**config.mk**
```make
export PLATFORM = sky130hd
export DESIGN_NAME = mem_stage
export DESIGN_NICKNAME = d
export VERILOG_FILES = /design/src/rtl/mem_stage_pkg.sv /design/src/rtl/mem_stage_load_align.sv /design/src/rtl/mem_stage.sv
export SDC_FILE = /design/constraint.sdc
export NUM_CORES = 1
export LEC_CHECK = 0
export ABC_AREA = 1
export CORE_MARGIN = 4
export CORE_UTILIZATION = 46
export CTS_CLUSTER_DIAMETER = 80
export DETAILED_ROUTE_END_ITERATION = 16
export PLACE_DENSITY_LB_ADDON = 0.3
export SYNTH_ARGS = -nofsm -noshare
export SYNTH_HDL_FRONTEND = slang
export SYNTH_SLANG_ARGS = --single-unit
```
**constraint.sdc**
```tcl
create_clock -name clk -period 15.65 [get_ports clk]
set_clock_uncertainty 0.05 [all_clocks]
set_input_delay 2.3475 -clock clk [delete_from_list [all_inputs] [get_ports clk]]
set_output_delay 2.3475 -clock clk [all_outputs]
set_load 0.02 [all_outputs]
```
**src/rtl/mem_stage_pkg.sv**
```systemverilog
// Shared widths, stall encodings, load-bus bit positions and FSM state type for the MEM stage.
// Also holds the load-detection helper used when an instruction enters the stage.
package mem_stage_pkg;

    localparam int EX_TO_MEM_WD = 76;
    localparam int LOAD_WD      = 5;
    localparam int HILO_WD      = 66;
    localparam int MEM_TO_WB_WD = 70;
    localparam int MEM_TO_RF_WD = 38;
    localparam int STALL_WD     = 6;

    localparam logic Stop   = 1'b1;
    localparam logic NoStop = 1'b0;

    // Bit positions inside the one-hot {lb, lbu, lh, lhu, lw} load bus
    localparam int LD_LB  = 4;
    localparam int LD_LBU = 3;
    localparam int LD_LH  = 2;
    localparam int LD_LHU = 1;
    localparam int LD_LW  = 0;

    typedef struct packed {
        logic [31:0] pc;
        logic        ram_en;
        logic [3:0]  ram_wen;
        logic        sel_rf_res;
        logic        rf_we;
        logic [4:0]  waddr;
        logic [31:0] result;
    } ex_to_mem_t;

    typedef enum logic [1:0] {
        S_IDLE,
        S_WAIT,
        S_HAVE
    } mem_state_e;

    function automatic logic is_load(input ex_to_mem_t ex, input logic [LOAD_WD-1:0] ld);
        return ex.ram_en & (ex.ram_wen == 4'b0000) & (|ld);
    endfunction

endpackage

```
**src/rtl/mem_stage_load_align.sv**
```systemverilog
// Combinational load-data extractor: picks the addressed byte/half/word out of a
// little-endian 32-bit word and sign- or zero-extends it according to the load type.
module load_align
    import mem_stage_pkg::*;
(
    input  logic [LOAD_WD-1:0] i_load_bus,
    input  logic [1:0]         i_addr,
    input  logic [31:0]        i_word,
    output logic [31:0]        o_data
);

    logic [7:0]  w_byte;
    logic [15:0] w_half;

    always_comb begin
        case (i_addr)
            2'd0:    w_byte = i_word[7:0];
            2'd1:    w_byte = i_word[15:8];
            2'd2:    w_byte = i_word[23:16];
            default: w_byte = i_word[31:24];
        endcase
        // Halfword loads ignore addr[0]; no alignment exception is raised here
        w_half = i_addr[1] ? i_word[31:16] : i_word[15:0];

        o_data = 32'h0000_0000;
        if (i_load_bus[LD_LB]) begin
            o_data = {{24{w_byte[7]}}, w_byte};
        end else if (i_load_bus[LD_LBU]) begin
            o_data = {24'h00_0000, w_byte};
        end else if (i_load_bus[LD_LH]) begin
            o_data = {{16{w_half[15]}}, w_half};
        end else if (i_load_bus[LD_LHU]) begin
            o_data = {16'h0000, w_half};
        end else if (i_load_bus[LD_LW]) begin
            o_data = i_word;
        end
    end

endmodule

```
**src/rtl/mem_stage.sv**
```systemverilog
// MEM pipeline stage: registers the EX bundle, waits for a variable-latency SRAM load
// response, extends load data and drives the WB and forwarding buses.
module mem_stage
    import mem_stage_pkg::*;
(
    input  logic                    clk,
    input  logic                    rst,
    input  logic [STALL_WD-1:0]     stall,
    input  logic [EX_TO_MEM_WD-1:0] ex_to_mem_bus,
    input  logic [LOAD_WD-1:0]      ex_load_bus,
    input  logic [HILO_WD-1:0]      ex_hi_lo_bus,
    input  logic [31:0]             data_sram_rdata,
    input  logic                    data_sram_rvalid,
    output logic [MEM_TO_WB_WD-1:0] mem_to_wb_bus,
    output logic [MEM_TO_RF_WD-1:0] mem_to_rf_bus,
    output logic [HILO_WD-1:0]      mem_hi_lo_bus,
    output logic                    stallreq_for_mem
);

    ex_to_mem_t         w_ex;
    logic [31:0]        r_pc;
    logic               r_sel_rf_res;
    logic               r_rf_we;
    logic [4:0]         r_waddr;
    logic [31:0]        r_result;
    logic [LOAD_WD-1:0] r_load_bus;
    logic [HILO_WD-1:0] r_hi_lo_bus;
    logic [31:0]        r_hold;
    mem_state_e         r_state;

    logic [31:0]        w_word;
    logic [31:0]        w_load_data;
    logic [31:0]        w_wdata;
    logic               w_unused;

    assign w_ex     = ex_to_mem_t'(ex_to_mem_bus);
    assign w_unused = &{1'b0, stall[5], stall[2:0]};

    // Bubble takes priority over capture; a response arriving while MEM is held is
    // parked in r_hold so the SRAM data bus is free to change afterwards.
    always_ff @(posedge clk or posedge rst) begin
        if (rst) begin
            r_pc         <= '0;
            r_sel_rf_res <= 1'b0;
            r_rf_we      <= 1'b0;
            r_waddr      <= '0;
            r_result     <= '0;
            r_load_bus   <= '0;
            r_hi_lo_bus  <= '0;
            r_hold       <= '0;
            r_state      <= S_IDLE;
        end else if (stall[3] == Stop && stall[4] == NoStop) begin
            r_pc         <= '0;
            r_sel_rf_res <= 1'b0;
            r_rf_we      <= 1'b0;
            r_waddr      <= '0;
            r_result     <= '0;
            r_load_bus   <= '0;
            r_hi_lo_bus  <= '0;
            r_hold       <= '0;
            r_state      <= S_IDLE;
        end else if (stall[3] == NoStop) begin
            r_pc         <= w_ex.pc;
            r_sel_rf_res <= w_ex.sel_rf_res;
            r_rf_we      <= w_ex.rf_we;
            r_waddr      <= w_ex.waddr;
            r_result     <= w_ex.result;
            r_load_bus   <= ex_load_bus;
            r_hi_lo_bus  <= ex_hi_lo_bus;
            r_state      <= is_load(w_ex, ex_load_bus) ? S_WAIT : S_IDLE;
        end else if (r_state == S_WAIT && data_sram_rvalid) begin
            r_hold  <= data_sram_rdata;
            r_state <= S_HAVE;
        end
    end

    assign w_word = (r_state == S_HAVE) ? r_hold : data_sram_rdata;

    load_align u_load_align (
        .i_load_bus (r_load_bus),
        .i_addr     (r_result[1:0]),
        .i_word     (w_word),
        .o_data     (w_load_data)
    );

    assign w_wdata          = r_sel_rf_res ? w_load_data : r_result;
    assign mem_to_wb_bus    = {r_pc, r_rf_we, r_waddr, w_wdata};
    assign mem_to_rf_bus    = {r_rf_we, r_waddr, w_wdata};
    assign mem_hi_lo_bus    = r_hi_lo_bus;
    assign stallreq_for_mem = (r_state == S_WAIT) & ~data_sram_rvalid;

endmodule

```
Word-level counts from Yosys, hierarchy flattened. Index checks and enable logic that the tools add are counted.

Register bits: 176. Latch bits: 0. Memory bits (writable): 0. Memory bits (read-only): 0. Input port bits: 188. Output and inout port bits: 175. Word-level logic and storage cells: 58. Memories: 0.

Add/sub/neg operators: 0. Multipliers: 0. Divide/modulo/power cells: 0. $lt $le $gt $ge: 0. Equal/unequal tests: 6. Shift-type cells: 0. Multiplexer cells: 30. Bitwise operators: 5. Reductions and logical operators: 8.

Operators by type and width (number): 2-to-1 mux 32 bit (14); 2-to-1 mux 66 bit (2); one-hot mux 8 bit (3 select lines) (1); 2-to-1 mux 5 bit (4); 2-to-1 mux 16 bit (1); 2-to-1 mux 2 bit (3); 2-to-1 mux 1 bit (5); OR reduction 5 bit (1); equality test 2 x 1 -> 1 bit (second input constant) (2); equality test 2 bit (second input constant) (2); zero test 4 bit (1); nonzero test 2 bit (2); AND 1 bit (3); != test 3 x 1 -> 1 bit (second input constant) (1); logical AND 1 bit (2); zero test 2 bit (1); != test 2 x 1 -> 1 bit (second input constant) (1); NOT 1 bit (2); AND reduction 2 bit (1).

Longest topological paths before layout.
Depth after elaboration: 8. Mapped depth: 13. Mapped depth without buffers: 10.

Modules after synthesis. From an unflattened synthesis, not the netlist that was laid out.

Cell total of the unflattened synthesis: 1033. Area, all modules: 8769.7 um^2.

Modules (own cells, without submodules): mem_stage (times used 1, cells each 757, area an instance 7490.9 um^2, seq. area each 4404.2 um^2); load_align (times used 1, cells each 276, area an instance 1278.7 um^2, seq. area each 0.0 um^2).

Worst setup path after synthesis. No wires, ideal clock.

Kind: input to output. Start point: input port data_sram_rdata[31]. End point: output port mem_to_wb_bus[15]. Arrival: 3.538 ns. Required time: 13.253 ns. Path slack: 9.715 ns. Stages: 8. Path buffers: 2. Cells stage by stage: inv_1 nand2_1 nand3_2 nand3_2 nand3_4 buf_6 a21oi_1 buf_4.

Longest elaborated chain between the ends: 7. Elaborated cells on any way between the ends: 8. Those cells by class: mux (8).

Ends and longest elaborated chain: start: declaration (RTL line mem_stage.sv:12) `input logic [31:0] data_sram_rdata,`; 2-to-1 mux 32 bit (*) (RTL line mem_stage.sv:77) `assign w_word = (r_state == S_HAVE) ? r_hold : data_sram_rdata;`; 2-to-1 mux 16 bit (RTL line mem_stage_load_align.sv:23) `w_half = i_addr[1] ? i_word[31:16] : i_word[15:0];`; 2-to-1 mux 32 bit (RTL line mem_stage_load_align.sv:32) `end else if (i_load_bus[LD_LHU]) begin`; 2-to-1 mux 32 bit (RTL line mem_stage_load_align.sv:30) `end else if (i_load_bus[LD_LH]) begin`; 2-to-1 mux 32 bit (RTL line mem_stage_load_align.sv:28) `end else if (i_load_bus[LD_LBU]) begin`; 2-to-1 mux 32 bit (*) (RTL line mem_stage_load_align.sv:26) `if (i_load_bus[LD_LB]) begin`; 2-to-1 mux 32 bit (*) (RTL line mem_stage.sv:86) `assign w_wdata = r_sel_rf_res ? w_load_data : r_result;`; end: declaration (RTL line mem_stage.sv:14) `output logic [MEM_TO_WB_WD-1:0] mem_to_wb_bus,`.

Mark *: on every way between the ends. The rest lies on a longest branch, timed or not.

Final worst setup path.
Start point: input port data_sram_rdata[31]. End point: output port mem_to_rf_bus[15].

Longest elaborated chain between the ends: 7. Elaborated cells on any way between the ends: 8. Those cells by class: mux (8).

Ends and longest elaborated chain: 2-to-1 mux 32 bit (*) (RTL line mem_stage.sv:77); 2-to-1 mux 16 bit (RTL line mem_stage_load_align.sv:23); 2-to-1 mux 32 bit (RTL line mem_stage_load_align.sv:32); 2-to-1 mux 32 bit (RTL line mem_stage_load_align.sv:30); 2-to-1 mux 32 bit (RTL line mem_stage_load_align.sv:28); 2-to-1 mux 32 bit (*) (RTL line mem_stage_load_align.sv:26); 2-to-1 mux 32 bit (*) (RTL line mem_stage.sv:86); end: declaration (RTL line mem_stage.sv:15) `output logic [MEM_TO_RF_WD-1:0] mem_to_rf_bus,`.

Marks and branches as above.

==> flow_summary.json <==
{
  "worstPathMaxFanout": 24,
  "worstHoldStart": "mem_hi_lo_bus[16]",
  "wl_per_cell_um": 20.3,
  "core_area_um2": 18000,
  "worst_setup_path_start_kind": "primary input",
  "cts_tree": "yes",
  "die_area_um2": 20500,
  "clkLatencyLatePin_ns": 0.42,
  "dr.first_iter.drc_count": 780,
  "hold_depth": 1,
  "synthArstFlopShare_pct": 100,
  "antenna_found_initial": 0,
  "io_pins": 363,
  "p_leak_nw": 5.62,
  "cp_top_family": "buffers and inverters",
  "grt_max_degree": 100,
  "post_cts_buffers": 0,
  "required_ns": 13.25,
  "place_inst": 1389,
  "status": "finished, final reports clean",
  "fin_crit_ns": 6.95,
  "gr-total-overflow": 0,
  "power_switching_share_pct": 30.5,
  "tightest_slew_ns": 1.12,
  "holdPathEnd": "mem_hi_lo_bus[16]",
  "setup_violations": 0,
  "core.rowCount": 49,
  "crit_arrival_ns": 4.55,
  "synthMuxAreaShare_pct": 0,
  "place_hpwl_um": 20800,
  "fillerInstances": 1411,
  "cts-root-buf": "clkbuf_16",
  "hold_buffers": 0,
  "synth.net_count": 1086,
  "ant_nets": 0,
  "drt_wl_total_um": 28800,
  "switching_power_uw": 386,
  "synth-compound-area-share_pct": 19.0,
  "vias_per_cell": 5.44,
  "finalHoldViolations": 0,
  "period_share_pct": 44.4,
  "ys_types": 28,
  "layout_commonest_cell": "clkdlybuf4s50_1",
  "synth_top_family_by_area": "compound AO/OA/AOI/OAI gates",
  "max_stage_delay_ns": 0.67,
  "sequentialPowerShare_pct": 40.8,
  "ff2ff_setup_slack_ns": 13.23,
  "r2r_start": "r_state[1]",
  "grt_pass1_vias": 7682,
  "crit_path_end_kind": "output pin",
  "grt_pass1_wl_um": 43700,
  "grt_use_total_pct": 27.5,
  "routed-via-count": 7734,
  "initial_core_util_pct": 46.8,
  "fmax_mhz": 144,
  "diodes": 0,
  "numPortBuffers": 358,
  "slowest_stage": "clkdlybuf4s50_1",
  "relSlewSlack_pct": 25.1,
  "crit_buf_inv": 3,
  "clkSlewWorstSetupHoldPaths_ns": 0.07,
  "cts_buffers": 17,
  "clkPwrFrac_pct": 34.1,
  "ys.flop_type": "dfrtp_1",
  "combPwrFrac_pct": 25.1,
  "powerDensity_nw_per_um2": 103,
  "max-vdd-ir-drop_mv": 0.0749,
  "postCtsResizedCells": 0,
  "cts_sinks": 176,
  "rr_worst_depth": 5,
  "seq_area_frac_synth_pct": 52.4,
  "layout.nets": 1367,
  "fp.dieH_um": 143,
  "dr.pass1.iters": 5,
  "worstPathCellList": "clkdlybuf4s50_1, inv_1, nand2_1, nand3_2, nand3_2, nand3_4, a21oi_1, clkdlybuf4s50_1",
  "drive_gt1_share_pct": 5.70,
  "synth-xor-area-share_pct": 0,
  "synth_enable_flop_cells": 0,
  "ys_ff_latch": 176,
  "power.internal_uw": 878,
  "gp_congestion": 0.905,
  "syn_inst": 898,
  "drv_slew": 0,
  "rsz0062_at_grt": "false",
  "syn-cell-area_um2": 8410,
  "final_cells": 1421,
  "cap_violations": 0,
  "syn_area_per_cell_um2": 9.36,
  "most-common-layout-cells": "358 x clkdlybuf4s50_1, 178 x nand2_1, 176 x dfrtp_1, 134 x a22o_1, 105 x nand3_1",
  "final.hold.worst_slack_ns": 0.452,
  "clk_path_buf_depth": 2,
  "worst_hold_path_type": "register to register",
  "fp.dieW_um": 143,
  "syn_to_final_growth_pct": 46.3,
  "synth_fa_ha_area_share_pct": 0,
  "htree_num_levels": 4,
  "criticalPathCategory": "primary input to output pin",
  "yosys_warnings": 0,
  "setup-tns-final_ns": 0,
  "synth-simple-area-share_pct": 18.3,
  "timing.rr.end": "r_hold[15]",
  "post-route-drc-count": 0
}
## worst max-delay path by stage
stage                              startpoint                 to  slack [ns]  depth (start not counted)
final                     data_sram_rdata[31]  mem_to_rf_bus[15]        8.70                          8
after global routing      data_sram_rdata[31]  mem_to_wb_bus[17]        8.57                         10
after CTS                 data_sram_rdata[31]  mem_to_rf_bus[15]        8.71                          8
after detailed placement  data_sram_rdata[31]  mem_to_rf_bus[15]        8.72                          8
after global placement    data_sram_rdata[23]  mem_to_rf_bus[15]        8.72                          8
after floorplan                           rst   mem_hi_lo_bus[0]        8.48                          1
## layout make-up
cell class / count / area (µm²) / share of cell area (%)
repair buffers: 363 / 3620 / 29.4
clock buffers: 19 / 453 / 3.68
multi-input cells: 554 / 3140 / 25.5
flip-flops and latches: 176 / 4400 / 35.8
clock inverters: 13 / 138 / 1.12
inverters: 67 / 262 / 2.13
well taps: 229 / 287 / 2.33
## synth_stat cells (10+ instances only)
cell / count / share of area [%]
buf_4: 44 / 3.9
nand3_1: 105 / 6.3
clkbuf_1: 25 / 1.1
o21ai_0: 37 / 2.2
dfrtp_1: 176 / 52
a22o_1: 134 / 14
nor2_1: 40 / 1.8
nand2_1: 178 / 7.9
inv_1: 60 / 2.7
buf_2: 27 / 1.6
a21oi_1: 10 / 0.60
o22ai_1: 11 / 0.82
## power by group through the flow
stage	clock [mW]	combinational, mW	sequential [mW]
finish	0.431	0.317	0.516
global placement	0	0.314	0.522
detailed placement	0	0.318	0.522
CTS	0.437	0.319	0.515
global route	0.457	0.339	0.519
floorplan	0	0.150	0.542
## kinds of logic (layout without fill, tap and decap cells)
family / after synthesis / after routing
buffers and inverters: 168 / 462
AOI/OAI and AO/OA: 209 / 209
DFF: 176 / 176
and+or+nand+nor: 345 / 345
## layer usage
layer  track usage, %  part of all wire (%)
met3             8.27                   8.2
met1             35.0                    39
met2             45.4                    51
met5                0                     0
met4             8.70                   2.5
## sequential cells by signal (all words and copies together), names as in the netlist
register / count
r_load_bus: 5
r_result: 32
r_hold: 32
r_waddr: 5
r_rf_we: 1
mem_hi_lo_bus: 66
r_sel_rf_res: 1
r_state: 2
r_pc: 32
## metrics by stage
stage               util (%)  worst slack (ns)  area, µm²  power (mW)
floorplan                  -              8.48       8410       0.692
global placement        65.2              8.72      11700       0.835
detailed placement      65.2              8.72      11700       0.840
CTS                     68.5              8.71      12300        1.27
global route            68.5              8.57      12300        1.32
finish                  68.5              8.70      12300        1.26
## worst reg2reg max path, cell delays in order, from the launching register on
cell and delay [ns]:
dfrtp_1 0.90, inv_2 0.08, nand3_1 0.14, nand2_1 0.54
nand2_2 0.47, o22ai_1 0.12
Note: power is estimated with default switching activity, not from simulation.
